==> src/rtl/regfile_wr_arbiter_pkg.sv <==
// regfile_wr_arbiter_pkg
//   Shared defaults for the register-file write path: data/address widths,
//   register count, and the requester indices used by the arbiter, the
//   register file and the hazard unit.
//   No ports (package).
package regfile_wr_arbiter_pkg;

  localparam int DATA_W_DEF = 32;
  localparam int ADDR_W_DEF = 5;
  localparam int NREG_DEF   = 32;

  // Requester identities; also the encoding of the arbiter's last-grant state.
  typedef enum logic {
    REQ_ALU = 1'b0,
    REQ_MEM = 1'b1
  } req_id_e;

endpackage

==> src/rtl/regfile_wr_arbiter_slot.sv <==
// rf_wr_slot
//   One-entry holding register for a single writeback requester. The slot
//   accepts a new request whenever it is empty or is being drained in the same
//   cycle, so a continuously valid requester can sustain one write per cycle.
// Ports
//   clk      in   rising-edge clock
//   reset    in   asynchronous active-low reset (0 = empty the slot)
//   valid_i  in   requester has a write this cycle
//   addr_i   in   destination register of the offered write
//   data_i   in   data of the offered write
//   ready_o  out  slot accepts the offered write at the next edge
//   drain_i  in   arbiter grants this slot this cycle
//   valid_o  out  slot holds a write
//   addr_o   out  held destination register
//   data_o   out  held write data
module rf_wr_slot
  import regfile_wr_arbiter_pkg::*;
#(
  parameter int DATA_W = DATA_W_DEF,
  parameter int ADDR_W = ADDR_W_DEF
) (
  input  logic              clk,
  input  logic              reset,
  input  logic              valid_i,
  input  logic [ADDR_W-1:0] addr_i,
  input  logic [DATA_W-1:0] data_i,
  output logic              ready_o,
  input  logic              drain_i,
  output logic              valid_o,
  output logic [ADDR_W-1:0] addr_o,
  output logic [DATA_W-1:0] data_o
);

  logic              valid_q, valid_d;
  logic [ADDR_W-1:0] addr_q,  addr_d;
  logic [DATA_W-1:0] data_q,  data_d;
  logic              load;

  assign ready_o = ~valid_q | drain_i;
  assign load    = valid_i & ready_o;

  // Next-state: a load wins over a drain so a drained slot refills in place.
  always_comb begin
    valid_d = valid_q;
    addr_d  = addr_q;
    data_d  = data_q;
    if (load) begin
      valid_d = 1'b1;
      addr_d  = addr_i;
      data_d  = data_i;
    end else if (drain_i) begin
      valid_d = 1'b0;
    end else begin
      valid_d = valid_q;
    end
  end

  // Slot state registers.
  always_ff @(posedge clk or negedge reset) begin
    if (!reset) begin
      valid_q <= 1'b0;
      addr_q  <= '0;
      data_q  <= '0;
    end else begin
      valid_q <= valid_d;
      addr_q  <= addr_d;
      data_q  <= data_d;
    end
  end

  assign valid_o = valid_q;
  assign addr_o  = addr_q;
  assign data_o  = data_q;

endmodule

==> src/rtl/regfile_wr_arbiter.sv <==
// regfile_wr_arbiter
//   Shares the register file's single write port between the ALU writeback
//   (req0) and the load / HI-LO writeback (req1). Each requester owns a
//   one-entry slot; one slot is granted per cycle into a registered write stage
//   that drives one-hot register enables plus shared write data. Writes to
//   register 0 are consumed but never enabled. pend_mask flags every register
//   with a write still in a slot or in the write stage.
// Ports
//   clk, reset                      clock, asynchronous active-low reset
//   reqK_valid/addr/data/ready      per-requester valid/ready write channel
//   rf_en                           one-hot register enables (registered)
//   rf_wdata                        shared register write data (registered)
//   pend_mask                       in-flight destination registers
module regfile_wr_arbiter
  import regfile_wr_arbiter_pkg::*;
#(
  parameter int DATA_W    = DATA_W_DEF,
  parameter int ADDR_W    = ADDR_W_DEF,
  parameter int NREG      = NREG_DEF,
  parameter int PRIO_MODE = 0
) (
  input  logic              clk,
  input  logic              reset,
  input  logic              req0_valid,
  input  logic [ADDR_W-1:0] req0_addr,
  input  logic [DATA_W-1:0] req0_data,
  output logic              req0_ready,
  input  logic              req1_valid,
  input  logic [ADDR_W-1:0] req1_addr,
  input  logic [DATA_W-1:0] req1_data,
  output logic              req1_ready,
  output logic [NREG-1:0]   rf_en,
  output logic [DATA_W-1:0] rf_wdata,
  output logic [NREG-1:0]   pend_mask
);

  logic              s0_v, s1_v;
  logic [ADDR_W-1:0] s0_addr, s1_addr;
  logic [DATA_W-1:0] s0_data, s1_data;
  logic              gnt0, gnt1;
  logic [ADDR_W-1:0] sel_addr;
  logic [DATA_W-1:0] sel_data;

  req_id_e           last_grant_q, last_grant_d;
  logic [NREG-1:0]   rf_en_q, rf_en_d;
  logic [DATA_W-1:0] rf_wdata_q, rf_wdata_d;

  // Address decode with $zero suppressed: register 0 never gets an enable
  // and never shows as pending.
  function automatic logic [NREG-1:0] decode(input logic [ADDR_W-1:0] a,
                                             input logic              v);
    logic [NREG-1:0] dec;
    dec = '0;
    if (v && (a != '0)) begin
      dec[a] = 1'b1;
    end else begin
      dec = '0;
    end
    return dec;
  endfunction

  rf_wr_slot #(.DATA_W(DATA_W), .ADDR_W(ADDR_W)) u_slot0 (
    .clk     (clk),
    .reset   (reset),
    .valid_i (req0_valid),
    .addr_i  (req0_addr),
    .data_i  (req0_data),
    .ready_o (req0_ready),
    .drain_i (gnt0),
    .valid_o (s0_v),
    .addr_o  (s0_addr),
    .data_o  (s0_data)
  );

  rf_wr_slot #(.DATA_W(DATA_W), .ADDR_W(ADDR_W)) u_slot1 (
    .clk     (clk),
    .reset   (reset),
    .valid_i (req1_valid),
    .addr_i  (req1_addr),
    .data_i  (req1_data),
    .ready_o (req1_ready),
    .drain_i (gnt1),
    .valid_o (s1_v),
    .addr_o  (s1_addr),
    .data_o  (s1_data)
  );

  // Arbitration over slot valids only; on contention round-robin grants the
  // slot that did not win last, fixed priority always grants slot 0.
  always_comb begin
    gnt0 = 1'b0;
    gnt1 = 1'b0;
    if (s0_v && s1_v) begin
      if ((PRIO_MODE == 1) || (last_grant_q == REQ_MEM)) begin
        gnt0 = 1'b1;
      end else begin
        gnt1 = 1'b1;
      end
    end else if (s0_v) begin
      gnt0 = 1'b1;
    end else if (s1_v) begin
      gnt1 = 1'b1;
    end else begin
      gnt0 = 1'b0;
    end
  end

  assign sel_addr = gnt1 ? s1_addr : s0_addr;
  assign sel_data = gnt1 ? s1_data : s0_data;

  // Write-stage next state: enables pulse for one cycle per grant, data holds
  // between grants so the register d-inputs do not toggle needlessly.
  always_comb begin
    rf_en_d      = '0;
    rf_wdata_d   = rf_wdata_q;
    last_grant_d = last_grant_q;
    if (gnt0 || gnt1) begin
      rf_en_d      = decode(sel_addr, 1'b1);
      rf_wdata_d   = sel_data;
      last_grant_d = gnt1 ? REQ_MEM : REQ_ALU;
    end else begin
      rf_en_d = '0;
    end
  end

  // Write-stage and arbiter-history registers; after reset req0 wins first.
  always_ff @(posedge clk or negedge reset) begin
    if (!reset) begin
      rf_en_q      <= '0;
      rf_wdata_q   <= '0;
      last_grant_q <= REQ_MEM;
    end else begin
      rf_en_q      <= rf_en_d;
      rf_wdata_q   <= rf_wdata_d;
      last_grant_q <= last_grant_d;
    end
  end

  assign rf_en     = rf_en_q;
  assign rf_wdata  = rf_wdata_q;
  assign pend_mask = decode(s0_addr, s0_v) | decode(s1_addr, s1_v) | rf_en_q;

endmodule

==> config.mk <==
export PLATFORM = sky130hd
export DESIGN_NAME = regfile_wr_arbiter
export DESIGN_NICKNAME = d
export VERILOG_FILES = /design/src/rtl/regfile_wr_arbiter_pkg.sv /design/src/rtl/regfile_wr_arbiter_slot.sv /design/src/rtl/regfile_wr_arbiter.sv
export SDC_FILE = /design/constraint.sdc
export NUM_CORES = 1
export LEC_CHECK = 0
export ABC_CLOCK_PERIOD_IN_PS = 2800
export CAP_MARGIN = 10
export CORE_ASPECT_RATIO = 2
export CORE_MARGIN = 5
export CORE_UTILIZATION = 59
export DETAILED_ROUTE_END_ITERATION = 12
export DONT_BUFFER_PORTS = 1
export GPL_TIMING_DRIVEN = 0
export HOLD_SLACK_MARGIN = 0.03
export PLACE_DENSITY_LB_ADDON = 0.25
export SLEW_MARGIN = 10
export SYNTH_ARGS = -nofsm -noshare
export SYNTH_HDL_FRONTEND = slang
export SYNTH_HIERARCHICAL = 1
export SYNTH_SLANG_ARGS = --single-unit
export TNS_END_PERCENT = 20
==> constraint.sdc <==
create_clock -name clk -period 2.8 [get_ports clk]
set_input_delay 0.56 -clock clk [delete_from_list [all_inputs] [get_ports clk]]
set_output_delay 0.56 -clock clk [all_outputs]
set_load 0.02 [all_outputs]
==> results.md, run 1 <==
- Place WS: roughly 0.14 ns
- Max Cap Viol: 0
- Status: finished, violations left
- Ratio of cells with drive above 1 in the final layout: 34.3%
- Routed WL per cell: 25.4 um
- Adder-cell area share of the yosys netlist: 0%
- Unrepaired setup endpoints after global routing: yes
- Mux cell area share after synthesis: 17.1%
- Power per cell area: 1400 nW/um^2
- Worst R2R Path Depth: 9
- CP Cell Sequence: clkbuf_1, or3b_2, o221ai_1
- H-Tree Depth: 4
- Syn. warnings: 6
- Drt first pass iters: 5
- Hold Fails Final Rpt: 140
- Post-synthesis compound-gate area fraction: 14.1%
- Post-layout instance area: 7590 sq um
- Syn Nets: 580
- Num ports: 176
- Initial Util: 59.7%
- Slew Viols, Final: 0
- Final period util: 99.0%
- Crit path arrival time: 2.21 ns
- Vias: around 4.4k
- GR peak layer: met2
- Final ANT Viol Nets: 0
- DRC: 0
- Yosys cell types: 34
- Root Driver: clkbuf_16
- Area Growth Syn to Fin: 12.7%
- Hold_ws: -0.163 ns
- Headroom to the max-slew limit: 40.7%
- Simple-gate share of the synthesized area: 10.2%
- Crit path capture type: primary output
- Clock Path Buffers: 2
- Clock skew: approximately 0.0086 ns
- Synth Area in XOR/XNOR: 0%
- Total GRT Usage: 25.4%
- Post-synthesis register bit count: 141
- Leakage: between 3 and 4 nW
- Register area share after synthesis: about 52%
- Core ar.: 11300 sq um
- Hold Path Class: in2async
- Area after DPL: 6920 sq um
- R2R Path End: u_slot0/data_o[16]$_DFFE_PN0P_
- Crit path time final: 2.77 ns
- GRT overflow: 0
- Vias in the first global route: 4876
- Worst slew pin tran: 0.865 ns
- Crit path launch type: register
- Initial antenna violation count: 1
- Latest clock arrival within the worst-skew pair: 0.41 ns
- Final Wtd Congestion: ~0.96
- Critical path class: reg2out
- Met3 Usage GRT: 8.52%
- Detail Placement HPWL: 11.9 mm
- WL final: 17.3 mm
- Failing checks: negative hold slack
- Top achievable clock speed: 0.361 GHz
- Post-Synthesis Cells: 502
- Die H: 161 um
- R2r setup slk: 0.30 ns
- Grt met1 use: around 27%
- Core Rows: 55
- CP max FO: 10
- Setup slack after layout: approximately 0.029 ns
- WP data required: 2.24 ns
- Start of the worst register-to-register path: u_slot1/valid_o$_DFFE_PN0P_
- Clock sinks: 141
- Number of port buffers: 0
- CP Launch Point: u_slot0/addr_o[4]$_DFFE_PN0P_
- Largest net degree at the start of global routing: about 140
- NumNets Final: 602
- Critical-path top delay cell: or3b_2
- Die ar.: 13800 sq um
- Iter 0 DRT Violations: 198
- CTS Buf Count: 17
- First-pass GRT wire length: 27.0 mm
- CP max stage delay: 0.55 ns
- Final setup violation count: 0
- Largest family of logic cells by synthesized area: multiplexers
- Area of the mapped netlist: a little under 7000 sq um
- Die W: 85.6 um
- Avg Inst Size Synth: 13.4 sq um
- Crit path capture: pend_mask[17]
- Fin util: 67.3%
- CTS tree: done
- Clock Pin Slew Worst Setup and Hold Paths: 0.06 ns
- Via-to-Cell Ratio: 6.48
- Max VDD drop: 0.000791 V
- Met2 usage: 44.7%
[worst max-delay path: cells and delay by family (launching register included)]
kind | cells | cell delay, ns
simple gates | 1 | 0.55
buf+inv | 1 | 0.39
compound gates | 1 | 0.46
flops | 1 | 0.40
[layout by cell type (no fill, tap or decap), types with 5 or more instances in the layout]
cell | netlist | routed
a211o_1 | 32 | 32
buf_12 | 6 | 6
buf_2 | 10 | 10
clkbuf_1 | 17 | 20
clkbuf_16 | 0 | 17
dfrtp_1 | 140 | 138
inv_1 | 35 | 35
mux2_2 | 16 | 16
mux2_4 | 61 | 61
nand2_1 | 6 | 6
nand3_1 | 6 | 6
nand3b_1 | 10 | 10
nor2_1 | 5 | 5
nor2b_1 | 36 | 36
nor4_1 | 29 | 29
o221a_2 | 32 | 32
o221ai_1 | 31 | 23
o221ai_2 | 0 | 8
[per-stage QoR]
stage                     std cells  power [mW]  hold slack [ns]  TNS (ns)
after floorplan                 502        7.23            0.264         0
after global placement          644        8.02            0.268         0
after detailed placement        644        8.22            0.268         0
after CTS                       679        10.6           -0.174    -0.328
after global routing            680        11.2           -0.185    -0.353
final                           680        10.6           -0.163         0
[synth_stat cells, drive strengths merged]
cell type / instances / area (sq um)
nand3: 6 / 30.0
mux2: 77 / 1100
a211o: 32 / 280
nand3b: 10 / 75.1
or3: 2 / 12.5
conb: 1 / 3.75
o221ai: 31 / 272
nor2b: 36 / 225
dfstp: 1 / 26.3
mux2i: 5 / 57.6
a32oi: 2 / 17.5
or3b: 3 / 26.3
buf: 20 / 211
nor4: 31 / 206
o21ai: 1 / 5.00
a21boi: 1 / 18.8
nor2: 5 / 18.8
o221a: 32 / 360
nand2: 8 / 45.0
inv: 35 / 131
dfrtp: 140 / 3500
clkbuf: 18 / 68.8
nand2b: 3 / 33.8
or2b: 2 / 15.0
[power by group]
group | total [mW] | internal [mW] | switching (mW)
Clock | 2.28 | 1.41 | 0.868
Combinational | 4.29 | 1.99 | 2.30
Sequential | 4.06 | 2.94 | 1.12
[cell type report]
cell class	count	area (sq um)
clock buffer	20	437
fill	839	3690
clock inverter	12	163
buffer	38	280
tap	142	178
inverter	35	131
sequential	141	3530
timing repair buffer	3	22.5
multi-input combinational	288	2850
antenna	1	2.50
[layer usage]
layer  vias to the layer above  part of all wire, %
met3                        32                  7.6
met2                       193                   54
met5                         -                    0
met4                         0                  2.6
met1                      2244                   36
li1                       1936                    -
[what timing repair did]
action	in CTS	in global routing
pin swaps	2	0
setup endpoints to repair	21	32
setup buffers	3	0
endpoints found under the hold margin	141	140
resized for setup	8	2
[flip-flops by register name, summed over array words and instances (netlist names)]
register,cells
rf_en,32
rf_wdata,32
u_slot0/data_o,32
u_slot1/data_o,32
u_slot0/addr_o,5
u_slot1/addr_o,5
last_grant_q,1
u_slot0/valid_o,1
u_slot1/valid_o,1
[kinds of logic after synthesis]
family          after synthesis
flops                       141
mux                          82
buf+inv                      73
other cells                   1
simple gates                106
compound gates               99
[how the worst min path moves through the flow]
stage / from / end / cells after the start
6_report: reset / u_slot1/data_o[17]$_DFFE_PN0P_ / 0
5_1_grt: reset / u_slot0/data_o[14]$_DFFE_PN0P_ / 0
4_1_cts: reset / u_slot0/data_o[14]$_DFFE_PN0P_ / 0
3_5_place_dp: reset / u_slot0/data_o[14]$_DFFE_PN0P_ / 0
3_3_place_gp: reset / u_slot1/data_o[17]$_DFFE_PN0P_ / 0
2_1_floorplan: reset / rf_en[0]$_DFF_PN0_ / 0
Power figures use the tool's default switching activity.
==> run 2: changes to the inputs <==
==> constraint.sdc (replaced) <==
create_clock -name clk -period 2.8 [get_ports clk]
set_input_delay 0.56 -clock clk [delete_from_list [all_inputs] [get_ports clk]]
set_output_delay 0.56 -clock clk [all_outputs]
set_load 0.01 [all_outputs]
==> run 2 against run 1 <==
The flow still finishes with violations (negative hold slack). Cell area shrank 0.64%. Register-to-register slack gained 0.13 ns. Count of clock-buffer cells in the layout is the same. Hold slack gained 0.0016 ns. Final cell count shrank 0.29%. First-iteration DRC count grew 12%. Clock skew shrank 0.0014 ns. Critical path depth grew 2. Fmax grew 5.5%. Utilization shrank 0.43 points. Sequential share of layout area grew 0.30 points. Largest cell class unchanged.
==> results.md, run 2 (synthesis gave the netlist of run 1 again) <==
- Most frequent cells in the layout: dfrtp_1, mux2_4, nor2b_1
- Final Wtd Congestion: 0.955 (unchanged)
- Crit path launch type: register
- Total GRT Usage: 25.4% (unchanged)
- Failing checks: negative hold slack
- Crit path arrival time: 2.07 ns (-0.14 ns)
- Largest net degree at the start of global routing: 142 (unchanged)
- Die ar.: 13800 sq um (unchanged)
- H-Tree Depth: 4 (unchanged)
- Hold Path Class: in2async
- Number of port buffers: 0 (unchanged)
- Clock Path Buffers: 2 (unchanged)
- Final period util: 93.8% (-5.2 points)
- Fin util: 66.9% (-0.43 points)
- Non-filler cells, final: 678 (-0.29%)
- Slew Viols, Final: 0 (unchanged)
- CP Cell Sequence: buf_2, buf_2, nand3b_1, buf_4, o221ai_1
- Critical-path top delay cell: dfrtp_2
- Dpl cells: 644 (unchanged)
- Final ANT Viol Nets: 0 (unchanged)
- Area Growth Syn to Fin: 12.0%
- Die H: 161 um (unchanged)
- WP data required: 2.24 ns (about the same)
- Start of the worst register-to-register path: last_grant_q$_DFFE_PN1P_
- Clock skew: 0.00722 ns (-0.00140 ns)
- GR peak layer: met2
- CP max stage delay: 0.47 ns (-0.08 ns)
- Critical path class: reg2out
- Unrepaired setup endpoints after global routing: no
- Headroom to the max-slew limit: 39.9% (-0.84 points)
- NumNets Final: 600 (-0.33%)
- Crit path capture type: primary output
- Area occupied by multi-input gates: 2810 sq um (-1.3%)
- Bufs and invs on worst path: 3 (+2)
- Vias: 4395 (-0.23%)
- Grt met1 use: 27.6% (+0.17 points)
- WL final: 17.1 mm (-0.73%)
- Hold Fails Final Rpt: 140 (unchanged)
- Clock sinks: 141 (unchanged)
- Hold_ws: -0.161 ns (+0.00163 ns)
- Crit path time final: 2.63 ns (-0.146 ns)
- Core ar.: 11300 sq um (unchanged)
- Num ports: 176 (unchanged)
- Fillcell total: 849 (+1.2%)
- CTS tree: done
- Routed WL per cell: 25.3 um (-0.44%)
- CP Launch Point: u_slot0/valid_o$_DFFE_PN0P_
- Detail Placement HPWL: 11.9 mm (unchanged)
- First-pass GRT wire length: 27.0 mm (-0.18%)
- Setup TNS: 0 ns (unchanged)
- Die W: 85.6 um (unchanged)
- CP max FO: 10 (unchanged)
- Final setup violation count: 0 (unchanged)
- Drt first pass iters: 6 (+1)
- Leakage: 3.28 nW (-0.33%)
- Core Rows: 55 (unchanged)
- Top achievable clock speed: 0.381 GHz (+5.5%)
- Vias in the first global route: 4847 (-0.59%)
- Iter 0 DRT Violations: 221 (+12%)
- CP dominant cell by count: buf_2
- Via-to-Cell Ratio: 6.48 (about the same)
- Initial Util: 59.7% (unchanged)
- Root Driver: clkbuf_16
- Max Cap Viol: 0 (unchanged)
- Clock Pin Slew Worst Setup and Hold Paths: 0.06 ns (about the same)
- Met3 Usage GRT: 8.47% (-0.051 points)
- Met2 usage: 44.7% (unchanged)
- Worst slew pin tran: 0.877 ns (+0.0122 ns)
- CTS Buf Count: 17 (unchanged)
- Status: finished, violations left
- Critical path's top delay family: buffers and inverters
- Max VDD drop: 0.000722 V (-8.7%)
- GRT overflow: 0 (unchanged)
- Ratio of cells with drive above 1 in the final layout: 33.1% (-1.2 points)
- DRC: 0 (unchanged)
- Power per cell area: 1350 nW/um^2 (-3.7%)
- Reg area: 3530 sq um (unchanged)
- Latest clock arrival within the worst-skew pair: 0.41 ns (about the same)
- Initial antenna violation count: 1 (unchanged)
- Commonest non-fill, non-tap cell in the layout: dfrtp_1
==> run 2: changes by cell type in the layout (fill, tap and decap cells not counted), sizes merged <==
| cell | previous run | this run |
|---|---|---|
| buf | 23 | 22 |
| clkbuf | 38 | 37 |
==> run 2: report_power, final <==
group          switching [mW]  internal, mW  total, mW
registers               0.862          2.95       3.81
clock network           0.868          1.41       2.28
logic                    2.11          1.97       4.07
total                    3.84          6.33       10.2
==> run 2: worst register-to-register path, delay by kind of cell, from the launching register on <==
family,cells,cell delay [ns]
simple gates,4,0.82
flops,1,0.57
buf+inv,3,0.55
mux,1,0.30
==> run 2: cell type report <==
cell class	count	share of cell area [%]
Antenna cell	1	0.0332
Clock inverter	12	2.16
Tap cell	142	2.35
Buffer	37	3.66
Clock buffer	20	5.79
Inverter	35	1.74
Timing Repair Buffer	2	0.199
Multi-Input combinational cell	288	37.3
Sequential cell	141	46.8
==> run 2: routing by layer <==
layer	vias up	part of all wire (%)
li1	1928	-
met1	2234	36
met2	196	54
met3	37	7.8
met4	0	3.0
met5	-	0
==> run 2: final timing paths <==
check	endpoint	slack (ns)	depth (start not counted)
worst min-delay path	u_slot1/data_o[17]$_DFFE_PN0P_	-0.16	0
worst max register to register	u_slot0/data_o[16]$_DFFE_PN0P_	0.43	8
worst min register to register	last_grant_q$_DFFE_PN1P_	0.50	2
min in group clk	u_slot1/valid_o$_DFFE_PN0P_	0.26	1
worst max-delay path	pend_mask[22]	0.17	5
max in group asynchronous	last_grant_q$_DFFE_PN1P_	2.70	0
==> run 2: per-stage QoR <==
step / power [mW] / hold WS (ns) / setup WS, ns / area [sq um]
global route: 10.7 / -0.185 / 0.0413 / 7550
global placement: 7.62 / 0.268 / 0.257 / 6920
finish: 10.2 / -0.161 / 0.174 / 7550
CTS: 10.2 / -0.174 / 0.0502 / 7540
detailed placement: 7.82 / 0.268 / 0.210 / 6920
floorplan: 6.83 / 0.264 / 0.746 / 6740
==> run 2: timing repair <==
action | in CTS | in global routing
gates resized for setup | 2 | 2
pin swaps | 2 | 0
endpoints found under the setup margin | 8 | 7
hold endpoints to repair | 141 | 140
cloned | 0 | 0
buffers inserted | 2 | 0
==> run 3: changes to the inputs <==
Settings changed: HOLD_SLACK_MARGIN 0.03 to 0.05, SYNTH_HIERARCHICAL 1 to unset.
==> run 3 against run 2 <==
The run still ends with negative hold slack left. Fmax increased by 1.1%. Largest cell class unchanged. Clock power about the same. Routed wire length decreased by 11%. Sequential share of layout area increased by 5.0 points. Final cell count decreased by 6.9%. Via count decreased by 7.9%. Synthesized cell count decreased by 7.6%. Clock skew increased by 0.0025 ns. First-iteration DRC count decreased by 23%. Cell area decreased by 9.7%. Synthesized area decreased by 11%. Critical path depth decreased by 2.
==> results.md, run 3 <==
- Vias in the first global route: 4387 (-9.5%)
- Worst slew pin tran: 0.905 ns (+0.0282 ns)
- Total GRT Usage: 25.5% (+0.099 points)
- H-Tree Depth: 4 (unchanged)
- Most common cell in the netlist: dfrtp_1
- Routed wl met3: 1.13 mm (-15%)
- Clock Path Buffers: 2 (unchanged)
- Reg area: 3530 sq um (about the same)
- Syn Nets: 542 (-6.6%)
- Via-to-Cell Ratio: 6.42 (-1.0%)
- Synth area leader: dfrtp_1
- Die H: 153 um (-5.1%)
- Most frequent cells in the layout: dfrtp_1, mux2_2, inv_1
- CP Launch Point: u_slot1.addr_o[4]$_DFFE_PN0P_
- Initial antenna violation count: 0 (-1)
- R2r setup slk: 0.72 ns (+0.29 ns)
- Core ar.: 10100 sq um (-11%)
- Area occupied by multi-input gates: 2200 sq um (-22%)
- Setup slack after layout: 0.203 ns (+0.0284 ns)
- Number of setup buffers added after CTS: 0 (-2)
- Highest routed layer: met4
- Clock sinks: 141 (unchanged)
- WL final: 15.2 mm (-11%)
- Headroom to the max-slew limit: 37.9% (-1.9 points)
- Status: finished, violations left
- Post-synth EDFFs: 0 (unchanged)
- Synth top area share: 58.1% (+6.1 points)
- Iter 0 DRT Violations: 171 (-23%)
- Hold_ws: -0.155 ns (+0.00659 ns)
- GRT overflow: 0 (unchanged)
- Largest net degree at the start of global routing: 142 (unchanged)
- Routed WL per cell: 24.1 um (-4.8%)
- Critical path class: reg2out
- Hold Path Class: in2async
- Fillcell total: 749 (-12%)
- Ant diodes: 0 (-1)
- Worst R2R Path Depth: 5 (-3)
- Asr flop ratio synth: 100% (unchanged)
- Root Driver: clkbuf_16
- Initial Util: 59.8% (+0.079 points)
- Number of port buffers: 0 (unchanged)
- Slew Viols, Final: 0 (unchanged)
- Met2 WL: 8.53 mm (-7.4%)
- Max Cap Viol: 0 (unchanged)
- Yosys cell types: 31 (-8.8%)
- Unrepaired setup endpoints after global routing: no
- CP max FO: 10 (unchanged)
- Die W: 81.5 um (-4.8%)
- R2R Path End: rf_en[6]$_DFF_PN0_
- NumNets Final: 561 (-6.5%)
- Primary FF master, synth: dfrtp_1
- Clock Pin Slew Worst Setup and Hold Paths: 0.06 ns (about the same)
- First-pass GRT wire length: 23.5 mm (-13%)
- Power per cell area: 1090 nW/um^2 (-19%)
- Vias: 4049 (-7.9%)
- Ratio of cells with drive above 1 in the final layout: 25.4% (-7.7 points)
- Failing checks: negative hold slack
- Synth top cells by count: dfrtp_1, mux2_2, inv_1
- Commonest non-fill, non-tap cell in the layout: dfrtp_1
- Crit path launch type: register
- Area of the mapped netlist: 6030 sq um (-11%)
- Final period util: 92.8% (-1.0 points)
- Crit path time final: 2.60 ns (-0.0284 ns)
- Avg Inst Size Synth: 13.0 sq um (-3.2%)
- Leakage: 2.99 nW (-8.8%)
- CTS Buf Count: 17 (unchanged)
- Post-Synthesis Cells: 464 (-7.6%)
- Crit path capture type: primary output
- Setup TNS: 0 ns (unchanged)
- Clock skew: 0.00970 ns (+0.00248 ns)
- WL met1: 4.97 mm (-18%)
- Crit path capture: pend_mask[19]
- Place WS: 0.648 ns (+0.438 ns)
- Register area share after synthesis: 58.5% (+6.2 points)
- Final ANT Viol Nets: 0 (unchanged)
- Drt first pass iters: 4 (-2)
- Area Growth Syn to Fin: 12.9%
- Core Rows: 52 (-5.5%)
- Main area contributors after synthesis: dfrtp_1, mux2_2, a22o_1
- Syn. warnings: 0 (-6)
- Crit path arrival time: 2.04 ns (-0.03 ns)
- DRC: 0 (unchanged)
- WP data required: 2.24 ns (about the same)
- Max VDD drop: 0.000614 V (-15%)
- CTS tree: done
- Detail Placement HPWL: 11.2 mm (-6.3%)
- Num ports: 176 (unchanged)
- Hold Fails Final Rpt: 140 (unchanged)
- Top achievable clock speed: 0.385 GHz (+1.1%)
- Final setup violation count: 0 (unchanged)
- Start of the worst register-to-register path: last_grant_q$_DFFE_PN1P_
- Post-synthesis register bit count: 141 (unchanged)
- Die ar.: 12500 sq um (-9.6%)
- Latest clock arrival within the worst-skew pair: 0.41 ns (about the same)
- Final Wtd Congestion: 1.02 (+7.2%)
-- run 3: changes by cell type after synthesis, moves of 32 or more --
cell,delta
a211o_1,-32
nor2b_1,-32
o221a_2,-32
a22o_1,+32
a21o_1,+32
mux2_2,+59
mux2_4,-60
-- run 3: worst min-delay path by stage --
| stage | start | slack (ns) | endpoint | cells past startpoint |
|---|---|---|---|---|
| finish | reset | -0.15 | rf_wdata[18]$_DFFE_PN0P_ | 0 |
| global route | reset | -0.18 | u_slot0.data_o[16]$_DFFE_PN0P_ | 0 |
| global placement | reset | 0.27 | u_slot0.data_o[17]$_DFFE_PN0P_ | 0 |
| detailed placement | reset | 0.27 | u_slot0.data_o[19]$_DFFE_PN0P_ | 0 |
| floorplan | reset | 0.26 | rf_en[0]$_DFF_PN0_ | 0 |
| CTS | reset | -0.17 | u_slot0.valid_o$_DFFE_PN0P_ | 0 |
-- run 3: power by group --
part | total (mW) | internal [mW] | leakage [nW] | switching (mW)
logic | 1.93 | 0.843 | 0.976 | 1.08
registers | 3.19 | 2.63 | 1.72 | 0.565
clock network | 2.28 | 1.47 | 0.298 | 0.802
total | 7.39 | 4.94 | 2.99 | 2.45
-- run 3: logic make-up after synthesis --
| group | synth area share, % |
|---|---|
| flip-flops | 58.5 |
| AO/OA/AOI/OAI | 14.3 |
| multiplexers | 15.0 |
| AND/OR/NAND/NOR | 7.16 |
| buffers and inverters | 4.94 |
| other | 0.0622 |
-- run 3: layout make-up --
| class | count | area share (%) |
|---|---|---|
| flip-flops and latches | 141 | 51.8 |
| multi-input cells | 259 | 32.3 |
| clock buffers | 23 | 7.02 |
| plain buffers | 31 | 2.55 |
| well taps | 135 | 2.48 |
| clock inverters | 9 | 1.97 |
| inverters | 33 | 1.82 |
-- run 3: per-layer routing --
layer	GRT usage (%)	vias to the layer above
li1	-	1770
met1	24.2	2043
met4	13.9	0
met5	0	-
met2	45.8	201
met3	8.54	35
-- run 3: critical path: stages (launching register included) --
cell	delay [ns]
dfrtp_1	0.37
clkbuf_1	0.40
or3b_2	0.54
o221ai_1	0.32
-- run 3: through the flow --
step                      area, sq um  cells  utilization [%]  power (mW)  hold slack (ns)
after floorplan                  6030    464                -        4.57            0.264
after global placement           6200    599             61.5        5.04            0.268
after detailed placement         6200    599             61.5        5.14            0.268
after CTS                        6810    631             67.5        7.44           -0.173
after global routing             6810    631             67.5        7.76           -0.183
final                            6810    631             67.5        7.39           -0.155
-- run 3: timing repair --
action                                 4_1_cts  5_1_grt
endpoints found under the hold margin      141      141
setup endpoints to repair                    0        0
resized for setup                            0        0
